--- config.mk ---
export PLATFORM = sky130hd
export DESIGN_NAME = fpu_addsub_seq
export DESIGN_NICKNAME = d
export VERILOG_FILES = /design/src/rtl/fpu_addsub_seq.sv
export SDC_FILE = /design/constraint.sdc
export NUM_CORES = 1
export LEC_CHECK = 0
export ABC_CLOCK_PERIOD_IN_PS = 3670
export CAP_MARGIN = 20
export CORE_UTILIZATION = 35
export DETAILED_ROUTE_END_ITERATION = 10
export PLACE_DENSITY = 0.67
export SYNTH_ARGS = -nofsm -noshare
export SYNTH_HDL_FRONTEND = slang
export SYNTH_SLANG_ARGS = --single-unit
--- constraint.sdc ---
create_clock -name clk -period 3.67 [get_ports clk]
set_clock_uncertainty 0.1 [all_clocks]
set_input_delay 0.5505 -clock clk [delete_from_list [all_inputs] [get_ports clk]]
set_output_delay 0.5505 -clock clk [all_outputs]
set_load 0.02 [all_outputs]
--- src/rtl/fpu_addsub_seq.sv ---
// fpu_addsub_seq: one-request sequencer around a combinational single-precision adder.
// It holds the operands through a settle window and bypasses zero/denormal operands.
module fpu_addsub_seq #(
  parameter int SETTLE_CYCLES = 1,
  parameter int CNT_W = 16
) (
  input  logic             clk,
  input  logic             rstn,
  input  logic             req_valid,
  output logic             req_ready,
  input  logic [31:0]      req_op1,
  input  logic [31:0]      req_op2,
  input  logic             req_sub,
  output logic             rsp_valid,
  input  logic             rsp_ready,
  output logic [31:0]      rsp_result,
  output logic [1:0]       rsp_flags,
  output logic [31:0]      fpu_op1,
  output logic [31:0]      fpu_op2,
  output logic             fpu_add_select,
  output logic             fpu_sub_select,
  input  logic [31:0]      fpu_result,
  input  logic             fpu_valid,
  output logic [CNT_W-1:0] op_count
);
  typedef enum logic [1:0] {IDLE, SETTLE, RESP} state_t;
  localparam logic [3:0] CNT_INIT = 4'(SETTLE_CYCLES - 1);
  state_t state, state_n;
  logic sub_q, acc, z1, z2, capture;
  logic [3:0] cnt;
  logic [31:0] byp_result;
  assign req_ready = state == IDLE;
  assign rsp_valid = state == RESP;
  assign acc = req_valid & req_ready;
  assign capture = state == SETTLE && cnt == 4'd0;
  assign fpu_add_select = state == SETTLE && !sub_q;
  assign fpu_sub_select = state == SETTLE && sub_q;
  // Denormals count as zero: the adder would wrongly add a hidden 1 to them.
  assign z1 = ~|req_op1[30:23];
  assign z2 = ~|req_op2[30:23];
  assign byp_result = (z1 && z2) ? {!req_sub & req_op1[31] & req_op2[31], 31'b0} :
                      z2 ? req_op1 : {req_sub ^ req_op2[31], req_op2[30:0]};
  always_comb begin
    state_n = state;
    case (state)
      IDLE:    state_n = acc ? ((z1 || z2) ? RESP : SETTLE) : IDLE;
      SETTLE:  state_n = capture ? RESP : SETTLE;
      RESP:    state_n = rsp_ready ? IDLE : RESP;
      default: state_n = IDLE;
    endcase
  end
  always_ff @(posedge clk or negedge rstn) begin
    if (!rstn) begin
      state      <= IDLE;
      sub_q      <= 1'b0;
      cnt        <= 4'd0;
      fpu_op1    <= '0;
      fpu_op2    <= '0;
      rsp_result <= '0;
      rsp_flags  <= 2'b00;
      op_count   <= '0;
    end else begin
      state <= state_n;
      if (acc) begin
        fpu_op1 <= req_op1;
        fpu_op2 <= req_op2;
        sub_q   <= req_sub;
        cnt     <= CNT_INIT;
        if (z1 || z2) begin
          rsp_result <= byp_result;
          rsp_flags  <= 2'b01;
        end
      end
      if (state == SETTLE) cnt <= cnt - 4'd1;
      if (capture) begin
        rsp_result <= fpu_valid ? fpu_result : '0;
        rsp_flags  <= fpu_valid ? 2'b00 : 2'b10;
      end
      if (rsp_valid && rsp_ready) op_count <= op_count + 1'b1;
    end
  end
endmodule

After elaboration in Yosys (flattened, before gate mapping) --
Cells that the tools add are included.
Operators by class: add/sub/neg operators 2, multiply operators 0, div/mod/pow operators 0, order comparisons 0, equality and inequality tests 2, shift-type cells 0, multiplexer cells 17, bitwise operators 4, reduce and logical (&&, ||, !) cells 18
Operator list (number):
- $mux W32 | 6
- $add A16 B1 Y16 const B | 1
- $mux W2 | 8
- $reduce_or A8 Y1 | 2
- $mux W4 | 2
- $pmux W2 S3 | 1
- $reduce_bool A2 Y1 | 3
- $logic_and A1 B1 Y1 | 5
- $logic_not A1 Y1 | 4
- $logic_not A4 Y1 | 1
- $sub A4 B1 Y4 const B | 1
- $and A1 B1 Y1 | 3
- $eq A2 B1 Y1 const B | 1
- $eq A2 B2 Y1 const B | 1
- $logic_not A2 Y1 | 1
- $reduce_and A2 Y1 | 1
- $logic_or A1 B1 Y1 | 1
- $xor A1 B1 Y1 | 1
Word-level totals: register bits after elaboration 121, latch bits 0, bits in writable memories 0, memory bits (read-only) 0, input bits 102, output and inout bits 118, word-level logic and storage cells 51, memories kept 0

Logic depth before layout (Yosys ltp) --
depth in word-level cells 7, depth in mapped cells 9

Least setup slack after synthesis --
OpenSTA, ideal clock, no wires.
kind in2reg, from in req_op2[23], to reg rsp_result[10], setup time 0.128 ns, data arrival time 1.840 ns, data required time 3.442 ns, path slack 1.602 ns, stages on the path 7, path buffers 2, cells stage by stage nor4_2 -> and2_1 -> buf_2 -> buf_4 -> mux2i_1 -> o2bb2ai_1 -> mux2_1
On the way: longest elaborated chain between the ends 7, elaborated cells between the ends (all ways) 11, those cells by class mux: 5; reduce/logical: 6
Ends and longest elaborated chain:
- from (decl) | RTL line 12 | input logic [31:0] req_op2,
- $reduce_or A8 Y1 (*) | RTL line 40 | assign z2 = ~|req_op2[30:23];
- $logic_not A1 Y1 | RTL line 40
- $logic_and A1 B1 Y1 | RTL line 41 | assign byp_result = (z1 && z2) ? {!req_sub & req_op1[31] & req_op2[31], 31'b0} :
- $mux W32 | RTL line 41
- $mux W32 | RTL line 69 | if (z1 || z2) begin
- $mux W32 | RTL line 64 | if (acc) begin
- $mux W32 | RTL line 75 | if (capture) begin
- to (signal assigned) | RTL line 70 | rsp_result <= byp_result;
- to (signal assigned) | RTL line 76 | rsp_result <= fpu_valid ? fpu_result : '0;
- to (decl) | RTL line 16 | output logic [31:0] rsp_result,
Every way passes the cells marked *; elsewhere a longest branch is shown, timed or not. The select of a mux whose other input is x is not followed. A chain may end at the register's enable or synchronous reset.

Final worst setup path --
from in req_op2[28], to reg rsp_result[31]
The elaborated chain is that of the path after synthesis.

==> results_tabular.tex <==
\begin{tabular}{lr}
\hline
Metric & Value \\
\hline
\multicolumn{2}{l}{\textbf{Floorplanning}} \\
Core box area & 15300 um2 \\
Overall die height & 128 um \\
DIE AREA & 16300 um2 \\
Total number of placement rows & 45 \\
Die X & 128 um \\
Initial cell density of the core & 0.361 \\
Top-level port count & 220 \\
\multicolumn{2}{l}{\textbf{Timing}} \\
Slew at the pin with the worst max-slew slack & 866 ps \\
Setup repair after global routing missed its margin & false \\
Setup tns final & 0 ps \\
Highest achievable clock rate & 361 MHz \\
Normalized max-slew margin & 0.421 \\
Shortest period the worst path allows & 2770 ps \\
Final-layout worst hold slack & 117 ps \\
Count of endpoints failing setup in the final report & 0 \\
Number of max-slew violations in the final report & 0 \\
Post-route fraction of the period consumed by the critical path & 0.754 \\
Worst-case setup margin in the final layout & 902 ps \\
Number of hold violations in the final report & 0 \\
\multicolumn{2}{l}{\textbf{Global route}} \\
Number of global-route vias before repair & 4909 \\
GRT Residual Overflow & 0 \\
Global-route total usage across every layer & 0.207 \\
Initial antenna violation count & 0 \\
Maximum number of pins on one net before global-route repair & 69 \\
First-pass GRT wire length & 25800 um \\
\multicolumn{2}{l}{\textbf{Placed design}} \\
Post-DP Area & 7920 um2 \\
DP Wirelength & 11500 um \\
Routability-driven placement congestion ratio & 0.812 \\
Dpl ws & 469 ps \\
Number of buffers inserted by port buffering & 219 \\
\multicolumn{2}{l}{\textbf{Setup path}} \\
Critical path class & in -> reg \\
CP Data Arrival Time & 2960 ps \\
Worst setup EP type & flip-flop \\
Required time of the critical path & 3860 ps \\
Critical path peak fanout & 22 \\
Kind of launch point of the worst setup path & input pin \\
\multicolumn{2}{l}{\textbf{Layout}} \\
Layout overhead on the synthesized area & 53.5\% \\
Nets & 853 \\
Layout cells sized above 1 & 0.0997 \\
Antenna Diode Count & 0 \\
Leading cell types in the layout, fill and taps excluded & sky130\_fd\_sc\_hd\_\_clkdlybuf4s50\_1, sky130\_fd\_sc\_hd\_\_nand2\_1, sky130\_fd\_sc\_hd\_\_dfrtp\_1, sky130\_fd\_sc\_hd\_\_o2bb2ai\_1, sky130\_fd\_sc\_hd\_\_mux2\_4 \\
Fin area & 8490 um2 \\
Commonest non-fill, non-tap cell in the layout & sky130\_fd\_sc\_hd\_\_clkdlybuf4s50\_1 \\
\multicolumn{2}{l}{\textbf{Power and ir drop}} \\
Power per cell area & 858 nW/um2 \\
Leakage & 3.81 nW \\
Highest ir drop seen on vdd & 0.443 mV \\
\multicolumn{2}{l}{\textbf{Drt}} \\
Residual DRC count & 0 \\
Wirelength per Cell & 16.5 um \\
Post-Route WL & 16100 um \\
Via count normalized by instance count & 4.80 \\
DR iter-0 viols & 181 \\
Number of nets with antenna violations after routing & 0 \\
Total via count after detailed routing & 4671 \\
Iteration count of the initial detailed-routing pass & 4 \\
\multicolumn{2}{l}{\textbf{Worst hold path}} \\
Class of the tightest hold or removal check & in -> async \\
\multicolumn{2}{l}{\textbf{Status}} \\
Status & completed \\
\multicolumn{2}{l}{\textbf{CTS}} \\
Master cell of the clock root buffer & sky130\_fd\_sc\_hd\_\_clkbuf\_16 \\
Clock transition at the registers of the reported paths & 50 ps \\
CTS Sinks & 121 \\
Clock tree from TritonCTS & done \\
Count of buffers added by post-CTS timing repair for setup & 0 \\
Number of gates resized after CTS & 0 \\
CTS H-Tree Depth & 4 \\
Number of buffers added to fix hold violations after cts & 0 \\
CTS Buf Count & 17 \\
Longest Clk Path Bufs & 2 \\
Insertion delay to the later sink of the worst-skew pair & 410 ps \\
\multicolumn{2}{l}{\textbf{Synth}} \\
Synthesized netlist net count & 635 \\
Cell area after technology mapping & 5530 um2 \\
Average footprint of a synthesized cell & 10.4 um2 \\
Warnings from Yosys & 0 \\
Flip-flop cell with the highest count after synthesis & sky130\_fd\_sc\_hd\_\_dfrtp\_1 \\
Instance count of the mapped netlist & 531 \\
Synthesized flop and latch total & 121 \\
Async set-reset flop share out of synthesis & 1.00 \\
Number of synthesized flops with an enable pin & 0 \\
Register area share after synthesis & 0.548 \\
Post-synth cell types & 40 \\
Synth area leaders & sky130\_fd\_sc\_hd\_\_dfrtp\_1, sky130\_fd\_sc\_hd\_\_nand2\_1, sky130\_fd\_sc\_hd\_\_mux2\_4 \\
Cell type contributing the most total cell area after synthesis & sky130\_fd\_sc\_hd\_\_dfrtp\_1 \\
Proportion of netlist area held by the largest area contributor & 0.548 \\
\multicolumn{2}{l}{\textbf{Job}} \\
Number of maximum-capacitance constraint violations & 0 \\
\hline
\end{tabular}
cell type report:
cell class              instances  area, um2
clock inverters                 8       95.1
repair buffers                228       2280
multi-input cells             377       2330
well taps                     211        264
clock buffers                  24        472
fillers                      1359       6830
inverters                       4       15.0
flip-flops and latches        121       3030
worst paths after layout:
| path | start | to | slack, ps | cells after the start |
|---|---|---|---|---|
| setup reg to reg | cnt[0] | rsp_result[21] | 1010 | 8 |
| setup / recovery | req_op2[28] | rsp_result[31] | 900 | 7 |
| hold reg to reg | fpu_op2[15] | fpu_op2[15] | 370 | 2 |
| max in group asynchronous | rstn | fpu_op2[27] | 2310 | 2 |
| min in group clk | fpu_op2[15] | fpu_op2[15] | 370 | 2 |
| hold / removal | rstn | rsp_result[25] | 120 | 1 |
power by group:
part	leakage, nW	switching [mW]	internal, mW
clock network	0.274	0.574	1.03
registers	1.51	0.355	1.92
logic	2.03	1.76	1.65
worst max-delay path: stages:
cell,delay (ps)
sky130_fd_sc_hd__clkdlybuf4s50_1,540
sky130_fd_sc_hd__nor4_2,100
sky130_fd_sc_hd__nand2_1,170
sky130_fd_sc_hd__a21oi_1,150
sky130_fd_sc_hd__nor2_4,680
sky130_fd_sc_hd__buf_4,390
sky130_fd_sc_hd__mux2_2,360
metal layers:
layer  track usage  vias up  wire length (um)
met2         0.337      169              7570
met1         0.257     2253              7110
met5             0        -                 6
li1              -     2216                 -
met3        0.0659       31              1010
met4        0.0775        2               387
kinds of logic after synthesis:
group / Yosys count / synth area share
compound gates: 52 / 0.0718
fa+ha+maj: 2 / 0.00453
simple gates: 250 / 0.189
buf+inv: 33 / 0.0340
mux: 56 / 0.127
flops: 121 / 0.548
xor+xnor: 17 / 0.0269
sequential cells by signal (all words and copies together) (netlist names):
name and cells:
sub_q 1, rsp_result 32, state 2, op_count 16, fpu_op2 32, cnt 4
fpu_op1 32, rsp_flags 2
through the flow:
stage	utilization	std cells	power, mW
after floorplan	-	531	4.09
after global placement	0.517	941	5.63
after detailed placement	0.517	941	5.71
after CTS	0.554	973	7.36
after global routing	0.554	973	7.71
final	0.554	973	7.28
synth_stat cells, types with 2 or more instances:
library cell / count
sky130_fd_sc_hd__nand4_1: 4
sky130_fd_sc_hd__o21ai_0: 6
sky130_fd_sc_hd__buf_1: 4
sky130_fd_sc_hd__nor2_2: 2
sky130_fd_sc_hd__nor2_1: 11
sky130_fd_sc_hd__dfrtp_1: 121
sky130_fd_sc_hd__mux2_4: 26
sky130_fd_sc_hd__ha_1: 2
sky130_fd_sc_hd__nor4_2: 2
sky130_fd_sc_hd__nand2b_1: 2
sky130_fd_sc_hd__o2bb2ai_1: 32
sky130_fd_sc_hd__buf_6: 6
sky130_fd_sc_hd__and4_1: 2
sky130_fd_sc_hd__buf_4: 3
sky130_fd_sc_hd__mux2_1: 2
sky130_fd_sc_hd__a21oi_1: 10
sky130_fd_sc_hd__buf_2: 6
sky130_fd_sc_hd__clkbuf_1: 10
sky130_fd_sc_hd__xnor2_1: 11
sky130_fd_sc_hd__inv_1: 4
sky130_fd_sc_hd__and2_1: 4
sky130_fd_sc_hd__nand3_1: 7
sky130_fd_sc_hd__xor2_1: 6
sky130_fd_sc_hd__mux2_2: 5
sky130_fd_sc_hd__nor4_1: 2
sky130_fd_sc_hd__mux2i_1: 23
sky130_fd_sc_hd__nand2_1: 205
Power figures use the tool's default switching activity.
